`config.mk`:
```
export PLATFORM = sky130hd
export DESIGN_NAME = spi_master_arbiter
export DESIGN_NICKNAME = d
export VERILOG_FILES = /design/src/rtl/spi_arb_pkg.sv /design/src/rtl/spi_shift_engine.sv /design/src/rtl/spi_master_arbiter.sv
export SDC_FILE = /design/constraint.sdc
export NUM_CORES = 1
export LEC_CHECK = 0
export BUFFER_PORTS_ARGS = -buffer_cell sky130_fd_sc_hd__buf_2
export CAP_MARGIN = 20
export CORE_MARGIN = 4
export CORE_UTILIZATION = 35
export CTS_CLUSTER_SIZE = 30
export DETAILED_ROUTE_END_ITERATION = 7
export GPL_TIMING_DRIVEN = 0
export SLEW_MARGIN = 0
export SYNTH_ARGS = -nofsm -noshare
export SYNTH_HDL_FRONTEND = slang
export SYNTH_SLANG_ARGS = --single-unit
```
`constraint.sdc`:
```
create_clock -name clk -period 1.9 [get_ports clk]
set_input_delay 0.095 -clock clk [delete_from_list [all_inputs] [get_ports clk]]
set_output_delay 0.095 -clock clk [all_outputs]
set_load 0.02 [all_outputs]
```
`src/rtl/spi_arb_pkg.sv`:
```
// Shared types for the round-robin SPI master arbiter.
// FSM state encoding and per-transfer SPI mode bundle.
package spi_arb_pkg;

    typedef enum logic [2:0] {
        IDLE,
        SETUP,
        SHIFT,
        HOLD,
        DONE
    } state_t;

    typedef struct packed {
        logic cpol;
        logic cpha;
    } spi_mode_t;

endpackage

```
`src/rtl/spi_shift_engine.sv`:
```
// SPI bit engine: sclk edge timing, MSB-first mosi shifting, miso capture.
// Tick k=1..2*DATA_W toggles sclk; tick 2*DATA_W+1 ends the hold phase.
module spi_shift_engine
    import spi_arb_pkg::*;
#(
    parameter int DATA_W      = 8,
    parameter int HALF_PERIOD = 2
) (
    input  logic              clk,
    input  logic              rst,
    input  logic              i_start,
    input  spi_mode_t         i_mode,
    input  logic [DATA_W-1:0] i_tx,
    input  logic              i_miso,
    output logic              o_sclk,
    output logic              o_mosi,
    output logic [DATA_W-1:0] o_rx,
    output logic              o_tick,
    output logic              o_last_toggle,
    output logic              o_finished
);

    localparam int EW = $clog2(2*DATA_W+1);
    localparam int HW = $clog2(HALF_PERIOD+1);
    localparam logic [HW-1:0] H_RELOAD = HW'(HALF_PERIOD-1);
    localparam logic [EW-1:0] E_LAST   = EW'(2*DATA_W);
    localparam logic [EW-1:0] E_PRE    = EW'(2*DATA_W-1);

    logic              r_active;
    spi_mode_t         r_mode;
    logic [DATA_W-1:0] r_shreg;
    logic [DATA_W-1:0] r_rx;
    logic              r_sclk;
    logic              r_mosi;
    logic [HW-1:0]     r_hcnt;
    logic [EW-1:0]     r_ecnt;

    logic              w_tick;
    logic              w_lead;
    logic              w_sample;
    logic [DATA_W-1:0] w_shl;
    logic [DATA_W:0]   w_rx_next;

    always_comb begin
        w_tick    = r_active && (r_hcnt == '0);
        w_lead    = ~r_ecnt[0];
        w_sample  = w_lead ^ r_mode.cpha;
        w_shl     = r_shreg << 1;
        w_rx_next = {r_rx, i_miso};
    end

    always_ff @(posedge clk or posedge rst) begin
        if (rst) begin
            r_active <= 1'b0;
            r_mode   <= '0;
            r_shreg  <= '0;
            r_rx     <= '0;
            r_sclk   <= 1'b0;
            r_mosi   <= 1'b0;
            r_hcnt   <= '0;
            r_ecnt   <= '0;
        end else if (i_start) begin
            r_active <= 1'b1;
            r_mode   <= i_mode;
            r_shreg  <= i_tx;
            r_sclk   <= i_mode.cpol;
            r_mosi   <= i_mode.cpha ? 1'b0 : i_tx[DATA_W-1];
            r_hcnt   <= H_RELOAD;
            r_ecnt   <= '0;
        end else if (w_tick) begin
            r_hcnt <= H_RELOAD;
            r_ecnt <= r_ecnt + 1'b1;
            if (r_ecnt == E_LAST) begin
                r_active <= 1'b0;
                r_mosi   <= 1'b0;
            end else begin
                r_sclk <= ~r_sclk;
                if (w_sample) begin
                    r_rx <= w_rx_next[DATA_W-1:0];
                end else if (r_ecnt != E_PRE) begin
                    // cpha=1 presents the current MSB; cpha=0 already shows it
                    r_mosi  <= r_mode.cpha ? r_shreg[DATA_W-1] : w_shl[DATA_W-1];
                    r_shreg <= w_shl;
                end
            end
        end else if (r_active) begin
            r_hcnt <= r_hcnt - 1'b1;
        end
    end

    assign o_sclk        = r_sclk;
    assign o_mosi        = r_mosi;
    assign o_rx          = r_rx;
    assign o_tick        = w_tick;
    assign o_last_toggle = w_tick && (r_ecnt == E_PRE);
    assign o_finished    = w_tick && (r_ecnt == E_LAST);

endmodule

```
`src/rtl/spi_master_arbiter.sv`:
```
// Round-robin arbiter sharing one SPI master bus among NUM_REQ clients.
// Latches the winner's word and mode at gnt and owns cs_n/done sequencing.
module spi_master_arbiter
    import spi_arb_pkg::*;
#(
    parameter int NUM_REQ     = 4,
    parameter int DATA_W      = 8,
    parameter int HALF_PERIOD = 2
) (
    input  logic                      clk,
    input  logic                      rst,
    input  logic [NUM_REQ-1:0]        req,
    input  logic [NUM_REQ*DATA_W-1:0] req_tx_data,
    input  logic [NUM_REQ-1:0]        req_cpol,
    input  logic [NUM_REQ-1:0]        req_cpha,
    output logic [NUM_REQ-1:0]        gnt,
    output logic [NUM_REQ-1:0]        done,
    output logic [DATA_W-1:0]         rx_data,
    output logic                      busy,
    output logic                      sclk,
    output logic                      mosi,
    input  logic                      miso,
    output logic [NUM_REQ-1:0]        cs_n
);

    localparam int PW = $clog2(NUM_REQ);
    localparam logic [PW-1:0] P_MAX = PW'(NUM_REQ-1);

    state_t            r_state;
    logic [PW-1:0]     r_ptr;
    logic [PW-1:0]     r_win;
    logic [NUM_REQ-1:0] r_gnt;
    logic [NUM_REQ-1:0] r_done;
    logic [NUM_REQ-1:0] r_cs_n;
    logic [DATA_W-1:0] r_rx;
    logic              r_busy;

    logic              w_any;
    logic              w_found;
    int                w_idx;
    logic [PW-1:0]     w_win;
    logic [NUM_REQ-1:0] w_win_oh;
    logic              w_start;
    spi_mode_t         w_mode;
    logic [DATA_W-1:0] w_tx;
    logic [DATA_W-1:0] w_rx;
    logic              w_tick;
    logic              w_last_toggle;
    logic              w_finished;

    // First set request at or above r_ptr, wrapping around
    always_comb begin
        w_any   = |req;
        w_found = 1'b0;
        w_idx   = 0;
        w_win   = '0;
        for (int i = 0; i < NUM_REQ; i++) begin
            w_idx = int'(r_ptr) + i;
            if (w_idx >= NUM_REQ) w_idx = w_idx - NUM_REQ;
            if (!w_found && req[w_idx]) begin
                w_found = 1'b1;
                w_win   = PW'(w_idx);
            end
        end
        w_win_oh    = NUM_REQ'(1) << w_win;
        w_start     = (r_state == IDLE) && w_any;
        w_mode.cpol = req_cpol[w_win];
        w_mode.cpha = req_cpha[w_win];
        w_tx        = req_tx_data[w_win*DATA_W +: DATA_W];
    end

    spi_shift_engine #(
        .DATA_W      (DATA_W),
        .HALF_PERIOD (HALF_PERIOD)
    ) u_engine (
        .clk           (clk),
        .rst           (rst),
        .i_start       (w_start),
        .i_mode        (w_mode),
        .i_tx          (w_tx),
        .i_miso        (miso),
        .o_sclk        (sclk),
        .o_mosi        (mosi),
        .o_rx          (w_rx),
        .o_tick        (w_tick),
        .o_last_toggle (w_last_toggle),
        .o_finished    (w_finished)
    );

    always_ff @(posedge clk or posedge rst) begin
        if (rst) begin
            r_state <= IDLE;
            r_ptr   <= '0;
            r_win   <= '0;
            r_gnt   <= '0;
            r_done  <= '0;
            r_cs_n  <= '1;
            r_rx    <= '0;
            r_busy  <= 1'b0;
        end else begin
            r_gnt  <= '0;
            r_done <= '0;
            unique case (r_state)
                IDLE: begin
                    if (w_any) begin
                        r_gnt   <= w_win_oh;
                        r_win   <= w_win;
                        r_cs_n  <= ~w_win_oh;
                        r_busy  <= 1'b1;
                        r_state <= SETUP;
                    end
                end
                SETUP: begin
                    if (w_tick) r_state <= SHIFT;
                end
                SHIFT: begin
                    if (w_last_toggle) r_state <= HOLD;
                end
                HOLD: begin
                    if (w_finished) begin
                        r_done  <= NUM_REQ'(1) << r_win;
                        r_rx    <= w_rx;
                        r_busy  <= 1'b0;
                        r_cs_n  <= '1;
                        r_ptr   <= (r_win == P_MAX) ? '0 : r_win + 1'b1;
                        r_state <= DONE;
                    end
                end
                DONE: begin
                    r_state <= IDLE;
                end
                default: begin
                    r_state <= IDLE;
                end
            endcase
        end
    end

    assign gnt     = r_gnt;
    assign done    = r_done;
    assign cs_n    = r_cs_n;
    assign rx_data = r_rx;
    assign busy    = r_busy;

endmodule

```
Word level (Yosys, flattened, before mapping)
Index checks and enable logic that the tools add are counted.
Widths: inputs -> output; s select.
{"block": "totals", "reg_bits": 55}
{"block": "op_classes", "addsub": 10, "n_bitwise": 6, "n_shift": 3, "n_eq_ne": 14, "order_cmp": 9, "n_reduce_logical": 28, "muxes": 66}
{"op": "$lt 32x4->1 const B", "n": 4}
{"op": "$mux 32", "n": 4}
{"op": "$mux 8", "n": 5}
{"op": "$shiftx 32x6->8", "n": 1}
{"op": "$mux 1", "n": 28}
{"op": "$mux 4", "n": 6}
{"op": "$mux 2", "n": 8}
{"op": "$bmux 1 s2", "n": 6}
{"op": "$mux 3", "n": 4}
{"op": "$pmux 3 s4", "n": 1}
{"op": "$reduce_and 4->1", "n": 3}
{"op": "$sub 3x3->4 const B", "n": 3}
{"op": "$mux 5", "n": 2}
{"op": "$ne 2x1->1 const B", "n": 5}
{"op": "$ge 3x3->1 const B", "n": 3}
{"op": "$pmux 4 s2", "n": 1}
{"op": "$reduce_and 2->1", "n": 4}
{"op": "$reduce_bool 2->1", "n": 4}
{"op": "$shl 1x2->4 const A", "n": 2}
{"op": "$logic_and 1x1->1", "n": 7}
{"op": "$add 2x2->3 const B", "n": 2}
{"op": "$eq 3x2->1 const B", "n": 2}
{"op": "$reduce_and 3->1", "n": 2}
{"op": "$reduce_bool 3->1", "n": 2}
{"op": "22 further kinds", "n": 27}

Depth between registers and ports, before layout
Gate-level depths: netlist (run 1).
{"block": "logic_depth", "ltp_word": 19, "ltp_mapped": 9}

Cells and area by module
From an unflattened synthesis (run 1), not the netlist that was laid out.
{"block": "hier_totals", "hier_cells": 267, "area_unflattened_um2": 2930.3}
{"module": "spi_master_arbiter", "instances": 1, "area_each_um2": 1604.0, "cells_each": 145}
{"module": "spi_shift_engine", "instances": 1, "area_each_um2": 1326.3, "cells_each": 122}

Worst setup path before layout (run 1)
OpenSTA, ideal clock, no wires.
{"block": "synth_path", "path_type": "register -> register", "start": "reg u_engine.r_ecnt[0]", "end": "reg r_rx[0] (netlist: rx_data[0])", "stages_incl_launch_ff": 9, "setup_slack_ns": -0.141, "t_arrival_ns": 1.917, "setup_ns": 0.125, "required_time_ns": 1.775, "synth_period_minus_slack_ns": 2.041, "path_cell_list": "dfrtp_1 inv_1 ha_1 nand2_1 nor3_4 nand4_1 nor2_2 buf_2 mux2_2"}
{"block": "synth_via", "elab_chain_len": 3}
{"item": "from (decl)", "line_no": "spi_shift_engine.sv:36", "rtl": "logic [EW-1:0] r_ecnt;"}
{"item": "from (signal assigned)", "line_no": "spi_shift_engine.sv:72", "rtl": "r_ecnt <= r_ecnt + 1'b1;"}
{"item": "$eq 5x5->1", "line_no": "spi_shift_engine.sv:96", "rtl": "assign o_finished = w_tick && (r_ecnt == E_LAST);"}
{"item": "$logic_and 1x1->1", "line_no": "spi_shift_engine.sv:96"}
{"item": "$reduce_and 2->1 (no source line)"}
{"item": "to (signal assigned)", "line_no": "spi_master_arbiter.sv:122", "rtl": "r_rx <= w_rx;"}
{"item": "to (decl)", "line_no": "spi_master_arbiter.sv:35", "rtl": "logic [DATA_W-1:0] r_rx;"}
No other way between the ends.
A chain may end at the register's enable or synchronous reset.

Final worst setup path (run 1)
{"block": "layout_path", "start": "reg u_engine.r_ecnt[0]", "end": "reg u_engine.r_shreg[6]"}
{"block": "layout_via", "elab_chain_len": 4, "elab_cells_between_ends": 8}
{"item": "parallel branches: the longest is 3 deep, another holds $eq 5x5->1"}
{"item": "$reduce_and 4->1 (no source line) *"}
{"item": "to (signal assigned)", "line_no": "spi_shift_engine.sv:65", "rtl": "r_shreg <= i_tx;"}
{"item": "to (signal assigned)", "line_no": "spi_shift_engine.sv:83", "rtl": "r_shreg <= w_shl;"}
{"item": "to (decl)", "line_no": "spi_shift_engine.sv:31", "rtl": "logic [DATA_W-1:0] r_shreg;"}
Every way passes the cells marked *.

==> metrics.md, run 1 <==
| Metric | Value |
|---|---|
| Status | `finished, violations left` |
| Violated checks | `negative setup slack` |
| Number of synthesized flops with an enable pin | `0` |
| CP startpoint | `u_engine.r_ecnt[0]` |
| Slew Viols, Final | `0` |
| Combinational Power Share | `0.532` |
| Commonest non-fill, non-tap cell in the layout | `buf_2` |
| Worst Hold Launch | `miso` |
| Worst path required time | `2.08 ns` |
| Mux share of post-synthesis cell area | `0.125` |
| Diodes inserted | `0` |
| Max cap viols | `0` |
| Asr flop ratio synth | `1.00` |
| CP Class | `reg -> reg` |
| Clock Power Share | `0.117` |
| Cell Rows | `32` |
| Syn Std Cell Area | `2880 µm²` |
| Ports | `70` |
| VDD IR max | `0.532 mV` |
| ANT nets after route | `0` |
| Iter 0 DRT Violations | `79` |
| Max Freq | `0.513 GHz` |
| Drt wl/cell | `14.8 µm` |
| Later-pin clock latency in the skew report | `0.32 ns` |
| Die height | `98.7 µm` |
| TNS Setup | `-0.172 ns` |
| Reg2Reg Depth | `7` |
| Fraction of layout cells with a size suffix above 1 | `0.509` |
| Pint | `3.46 mW` |
| Final setup fails | `8` |
| Die footprint | `9740 µm²` |
| Gate Count Post-Synth | `263` |
| Vias per cell | `5.04` |
| Footprint of the multi-input gates | `1530 µm²` |
| Met2 Usage GRT | `0.244` |
| CTS tree | `built` |
| Yosys top cell by area | `dfrtp_1` |
| Port Buffer Count | `69` |
| Reg2reg setup slack | `-0.05 ns` |
| Clock Sinks | `55` |
| Syn nets | `317` |
| R2R Path Start | `u_engine.r_ecnt[0]` |
| Via Count | `2374` |
| Simple-gate portion of the synthesized area | `0.171` |
| Initial antenna violation count | `0` |
| Setup ws final | `-0.0477 ns` |
| Leakage power | `1.86 nW` |
| Synth cell types | `58` |
| XOR/XNOR share of the synthesized area | `0.0152` |
| Largest fanout on the critical path | `4` |
| Switching share of power | `0.399` |
| Fin nets | `422` |
| Met1 Resource Use GR | `0.185` |
| Die span in x | `98.7 µm` |
| Hold depth | `2` |
| Clock tree root driver cell | `clkbuf_8` |
| Period utilization | `1.03` |
| Register share of total power | `0.351` |
| Total track usage | `0.141` |
| P per Cell Area | `1490 nW/µm²` |
| Sequential-to-total area share from yosys stat | `0.480` |
| Fillers | `765` |
| Starting Density | `0.367` |
| Reg area | `1390 µm²` |
| H-tree depth | `2` |
| Hold Crit Class | `in -> reg` |
| Inserted Clock Buffers | `5` |
| Grt met3 use | `0.0219` |
| Avg Inst Size Synth | `11.0 µm²` |
| Max-slew headroom | `0.598` |
| Synth top area cells | `dfrtp_1, mux2_2, nor2_1, dfstp_2, mux2i_1` |
| #FFs+latches synth | `55` |
| Reg-to-Reg End | `u_engine.r_shreg[6]` |
| CTS max path bufs | `2` |
| Core region area | `7850 µm²` |
| CTS clk-pin slew, worst paths | `0.11 ns` |
| Final min period | `1.95 ns` |
| Largest net degree at the start of global routing | `41` |
| Fin. Hold Viols | `0` |
| Synth Area in Compound Gates | `0.139` |
| Slew @ Worst Pin | `0.603 ns` |
| HPWL Detailed | `4.89 mm` |
| Hold worst-path end | `u_engine.o_rx[0]` |
| Unrepaired setup endpoints after global routing | `true` |
| Drt total wl | `6.96 mm` |
| GR Overflow Total | `0` |
| First-pass GRT wire length | `11.1 mm` |
| NetSw | `2.29 mW` |
| Gr busiest metal | `met2` |
| Drt pass-1 iters | `4` |
| Post-Synth Adder-Cell Area | `0.0304` |
| Worst Setup End Kind | `register` |
| Clock Skew | `0.0153 ns` |
| Vias in the first global route | `2299` |
| RePlAce Congestion | `0.816` |
| Ys flop type | `dfrtp_1` |
| Most frequent cells in the layout | `buf_2, dfrtp_1, nor2_1, buf_4, mux2_2` |
| Synth-to-Final Area Change | `34.2%` |
| Setup crit start kind | `register` |
| Share of the synthesized area in the top cell type | `0.443` |
| Critical path arrival | `2.12 ns` |
| YS warnings | `0` |
| Worst slack at placement | `-0.360 ns` |
| Largest family of logic cells by synthesized area | `simple AND/OR/NAND/NOR gates` |
| # DRC | `0` |
==> worst max-delay path by stage <==
| stage | cells after the start | to | slack, ns |
|---|---|---|---|
| global route | 7 | u_engine.r_shreg[2] | -0.11 |
| finish | 7 | u_engine.r_shreg[6] | -0.05 |
| global placement | 8 | rx_data[0] | -0.33 |
| CTS | 6 | u_engine.o_mosi | 0.004 |
| detailed placement | 8 | rx_data[0] | -0.36 |
| floorplan | 8 | rx_data[0] | -0.06 |
==> layer usage <==
layer | up-vias | wire, µm
met5 | - | 0
met4 | 0 | 97
met3 | 9 | 207
met2 | 48 | 3590
li1 | 1146 | -
met1 | 1171 | 3060
==> stage by stage <==
stage | area, µm² | power [mW] | hold WS [ns] | utilization | std cells
global placement | 3380 | 4.47 | 0.346 | 0.431 | 434
detailed placement | 3400 | 4.54 | 0.0909 | 0.433 | 435
global route | 3860 | 6.18 | 0.0152 | 0.493 | 471
floorplan | 2910 | 3.92 | 0.246 | - | 263
CTS | 3640 | 5.44 | 0.0185 | 0.464 | 454
finish | 3860 | 5.75 | 0.0204 | 0.493 | 471
==> synthesized netlist by cell type, types with 4 or more instances <==
library cell,instances
o22ai_1,5
mux2i_1,9
nor2_1,29
a21oi_1,9
o21ai_0,8
nand2_1,22
nand3_1,6
mux2_2,24
inv_1,13
and2_1,5
ha_1,7
dfstp_2,4
nor3_1,4
dfrtp_1,51
==> area by class of cell <==
| class | instances | area share |
|---|---|---|
| Inverter | 13 | 0.0126 |
| Timing Repair Buffer | 98 | 0.157 |
| Clock inverter | 3 | 0.00583 |
| Buffer | 8 | 0.0191 |
| Clock buffer | 5 | 0.0178 |
| Tap cell | 102 | 0.0330 |
| Multi-Input combinational cell | 187 | 0.395 |
| Sequential cell | 55 | 0.360 |
==> cell families (layout without fill, tap and decap cells) <==
| family | after synthesis | in the layout |
|---|---|---|
| simple gates | 91 | 92 |
| xor+xnor | 5 | 5 |
| buf+inv | 22 | 127 |
| mux | 33 | 33 |
| fa+ha+maj | 7 | 7 |
| flops | 55 | 55 |
| compound gates | 50 | 50 |
==> timing repair <==
| action | 4_1_cts | 5_1_grt |
|---|---|---|
| buffers inserted | 10 | 15 |
| setup endpoints to repair | 45 | 31 |
| gates cloned | 1 | 2 |
| pin swaps | 8 | 11 |
| gates resized for setup | 14 | 16 |
| hold endpoints to repair | 12 | 0 |
| hold buffers | 1 | 0 |
==> worst max-delay path, stage by stage (launching register included) <==
cell     delay, ns
dfrtp_2       0.45
ha_4          0.17
and3_4        0.18
ha_4          0.17
o41ai_4       0.48
nand2_2       0.16
o22ai_1       0.16
a21oi_1       0.05
==> power groups by stage <==
stage	clock (mW)	sequential, mW	combinational [mW]
floorplan	0	2.12	1.80
detailed placement	0	2.03	2.51
CTS	0.690	2.03	2.72
global placement	0	2.01	2.46
global route	0.743	2.08	3.36
finish	0.674	2.01	3.06
==> state kept, by name (all words and copies together) (netlist names), 2 cells and up <==
name              flops
u_engine.o_rx         8
r_ptr                 2
u_engine.r_hcnt       2
u_engine.r_ecnt       5
done                  4
r_state               3
cs_n                  4
u_engine.r_shreg      8
rx_data               8
r_win                 2
gnt                   4
Note: power is estimated with default switching activity, not from simulation.
==> run 2: changes to the inputs <==
--- a/config.mk
+++ b/config.mk
@@ -8,7 +8,7 @@
 export BUFFER_PORTS_ARGS = -buffer_cell sky130_fd_sc_hd__buf_2
 export CAP_MARGIN = 20
 export CORE_MARGIN = 4
-export CORE_UTILIZATION = 35
+export CORE_UTILIZATION = 32
 export CTS_CLUSTER_SIZE = 30
 export DETAILED_ROUTE_END_ITERATION = 7
 export GPL_TIMING_DRIVEN = 0
==> run 2 against run 1 <==
  * The run still ends with negative setup slack left
  * Wire length increased by 3.5%
  * Largest cell class unchanged
  * Via count down 1.1%
  * Flip-flop and latch count did not move
  * Critical endpoint is now u_engine.r_shreg[4]
  * Non-clock buffer count increased by 1
  * Sequential power barely moved
  * Maximum frequency increased by 0.76%
  * Worst setup slack better by 0.015 ns
  * Hold slack gained 0.0078 ns
  * Global-route usage shrank 0.43 points
  * Clock skew is 0.0035 ns lower
==> metrics.md, run 2 (same netlist as run 1, synthesis figures left out) <==
| Metric | Value |
|---|---|
| Worst slack at placement | `-0.336 ns` |
| Worst path required time | `2.13 ns` |
| Violated checks | `negative setup slack` |
| Vias in the first global route | `2258` |
| # DRC | `0` |
| Commonest non-fill, non-tap cell in the layout | `buf_2` |
| VDD IR max | `0.544 mV` |
| Max-slew headroom | `0.603` |
| Largest net degree at the start of global routing | `30` |
| Inserted Clock Buffers | `5` |
| Worst path bufs/invs | `2` |
| Critical path's top delay family | `compound AO/OA/AOI/OAI gates` |
| Max stage delay on crit path | `0.44 ns` |
| NetSw | `2.32 mW` |
| Area of placed instances | `3410 µm²` |
| Die height | `103 µm` |
| Worst Setup End Kind | `register` |
| Final setup fails | `4` |
| Core region area | `8720 µm²` |
| Fin util | `0.451` |
| Fraction of layout cells with a size suffix above 1 | `0.509` |
| Slowest CP cell | `dfrtp_1` |
| Hold Crit Class | `in -> reg` |
| Final instance area | `3940 µm²` |
| Iter 0 DRT Violations | `89` |
| Unrepaired setup endpoints after global routing | `true` |
| Drt pass-1 iters | `4` |
| Cell mode on critical path | `ha_4` |
| First-pass GRT wire length | `11.3 mm` |
| Starting Density | `0.330` |
| Register share of total power | `0.341` |
| Max cap viols | `0` |
| Clock Skew | `0.0118 ns` |
| Slew @ Worst Pin | `0.594 ns` |
| Combinational Power Share | `0.526` |
| Drt total wl | `7.20 mm` |
| Cell Rows | `34` |
| CTS max path bufs | `2` |
| Clock Sinks | `55` |
| H-tree depth | `2` |
| P per Cell Area | `1510 nW/µm²` |
| Clock Power Share | `0.132` |
| Total track usage | `0.137` |
| Port Buffer Count | `69` |
| Leakage power | `1.89 nW` |
| Most frequent cells in the layout | `buf_2, dfrtp_1, nor2_1, buf_4, nand2_1` |
| Via Count | `2347` |
| Switching share of power | `0.389` |
| Synth-to-Final Area Change | `36.7%` |
| Crit-path cells | `ha_4 -> and3_4 -> ha_4 -> o41ai_4 -> buf_4 -> buf_6 -> nor2_1 -> a221oi_2` |
| ANT nets after route | `0` |
| HPWL Detailed | `5.02 mm` |
| CP Class | `reg -> reg` |
| Fin. Hold Viols | `0` |
| Reg2reg setup slack | `-0.03 ns` |
| Setup ws final | `-0.0330 ns` |
| Status | `finished, violations left` |
| Die span in x | `103 µm` |
| Largest fanout on the critical path | `4` |
| Diodes inserted | `0` |
| Pint | `3.64 mW` |
| Setup crit start kind | `register` |
| Later-pin clock latency in the skew report | `0.31 ns` |
| Clock tree root driver cell | `clkbuf_8` |
| GR Overflow Total | `0` |
| Ports | `70` |
| CTS clk-pin slew, worst paths | `0.10 ns` |
| Vias per cell | `4.92` |
| Drt wl/cell | `15.1 µm` |
| Max Freq | `0.517 GHz` |
| RePlAce Congestion | `0.863` |
| Fin nets | `422` |
| Slew Viols, Final | `0` |
| CTS tree | `built` |
| Initial antenna violation count | `0` |
| Die footprint | `10600 µm²` |
| Period utilization | `1.02` |
| TNS Setup | `-0.0856 ns` |
| Critical path arrival | `2.16 ns` |
| Final min period | `1.93 ns` |
run 2: cell type report:
class / count / area (µm²)
Fill cell: 803 / 4780
Tap cell: 108 / 135
Inverter: 13 / 48.8
Clock inverter: 2 / 41.3
Timing Repair Buffer: 99 / 622
Sequential cell: 55 / 1390
Multi-Input combinational cell: 186 / 1540
Buffer: 8 / 87.6
Clock buffer: 6 / 72.6
run 2: routing by layer:
metal  global-route usage  vias up  wire length (µm)
li1                     -     1143                 -
met2                0.223       67              3530
met3               0.0196        4               278
met1                0.185     1133              3310
met5                    0        -                 0
met4               0.0498        0                81
run 2: worst paths after layout:
path / from / endpoint / cells past startpoint
min reg2reg: cs_n[2] / cs_n[2] / 2
max reg2reg: u_engine.r_ecnt[1] / u_engine.r_shreg[4] / 8
min: miso / u_engine.o_rx[0] / 2
max in group asynchronous: rst / cs_n[1] / 4
max: u_engine.r_ecnt[1] / u_engine.r_shreg[4] / 8
min in group asynchronous: rst / u_engine.o_rx[4] / 3
run 2: metrics by stage:
stage | instances | power [mW] | hold WS (ns)
2_1_floorplan | 263 | 3.92 | 0.246
6_report | 477 | 5.96 | 0.0283
5_1_grt | 477 | 6.39 | 0.0177
3_3_place_gp | 440 | 4.48 | 0.346
3_5_place_dp | 441 | 4.56 | 0.197
4_1_cts | 459 | 5.62 | 0.0182
run 2: timing repair:
item	4_1_cts	5_1_grt
setup endpoints to repair	44	32
hold buffers	1	0
pin swaps	6	16
setup buffers	10	18
gates resized for setup	15	29
endpoints found under the hold margin	26	0
run 2: power groups by stage:
stage	Combinational [mW]	Clock, mW	Sequential [mW]
2_1_floorplan	1.80	0	2.12
3_3_place_gp	2.47	0	2.01
3_5_place_dp	2.53	0	2.03
6_report	3.14	0.788	2.03
5_1_grt	3.43	0.857	2.10
4_1_cts	2.77	0.823	2.02
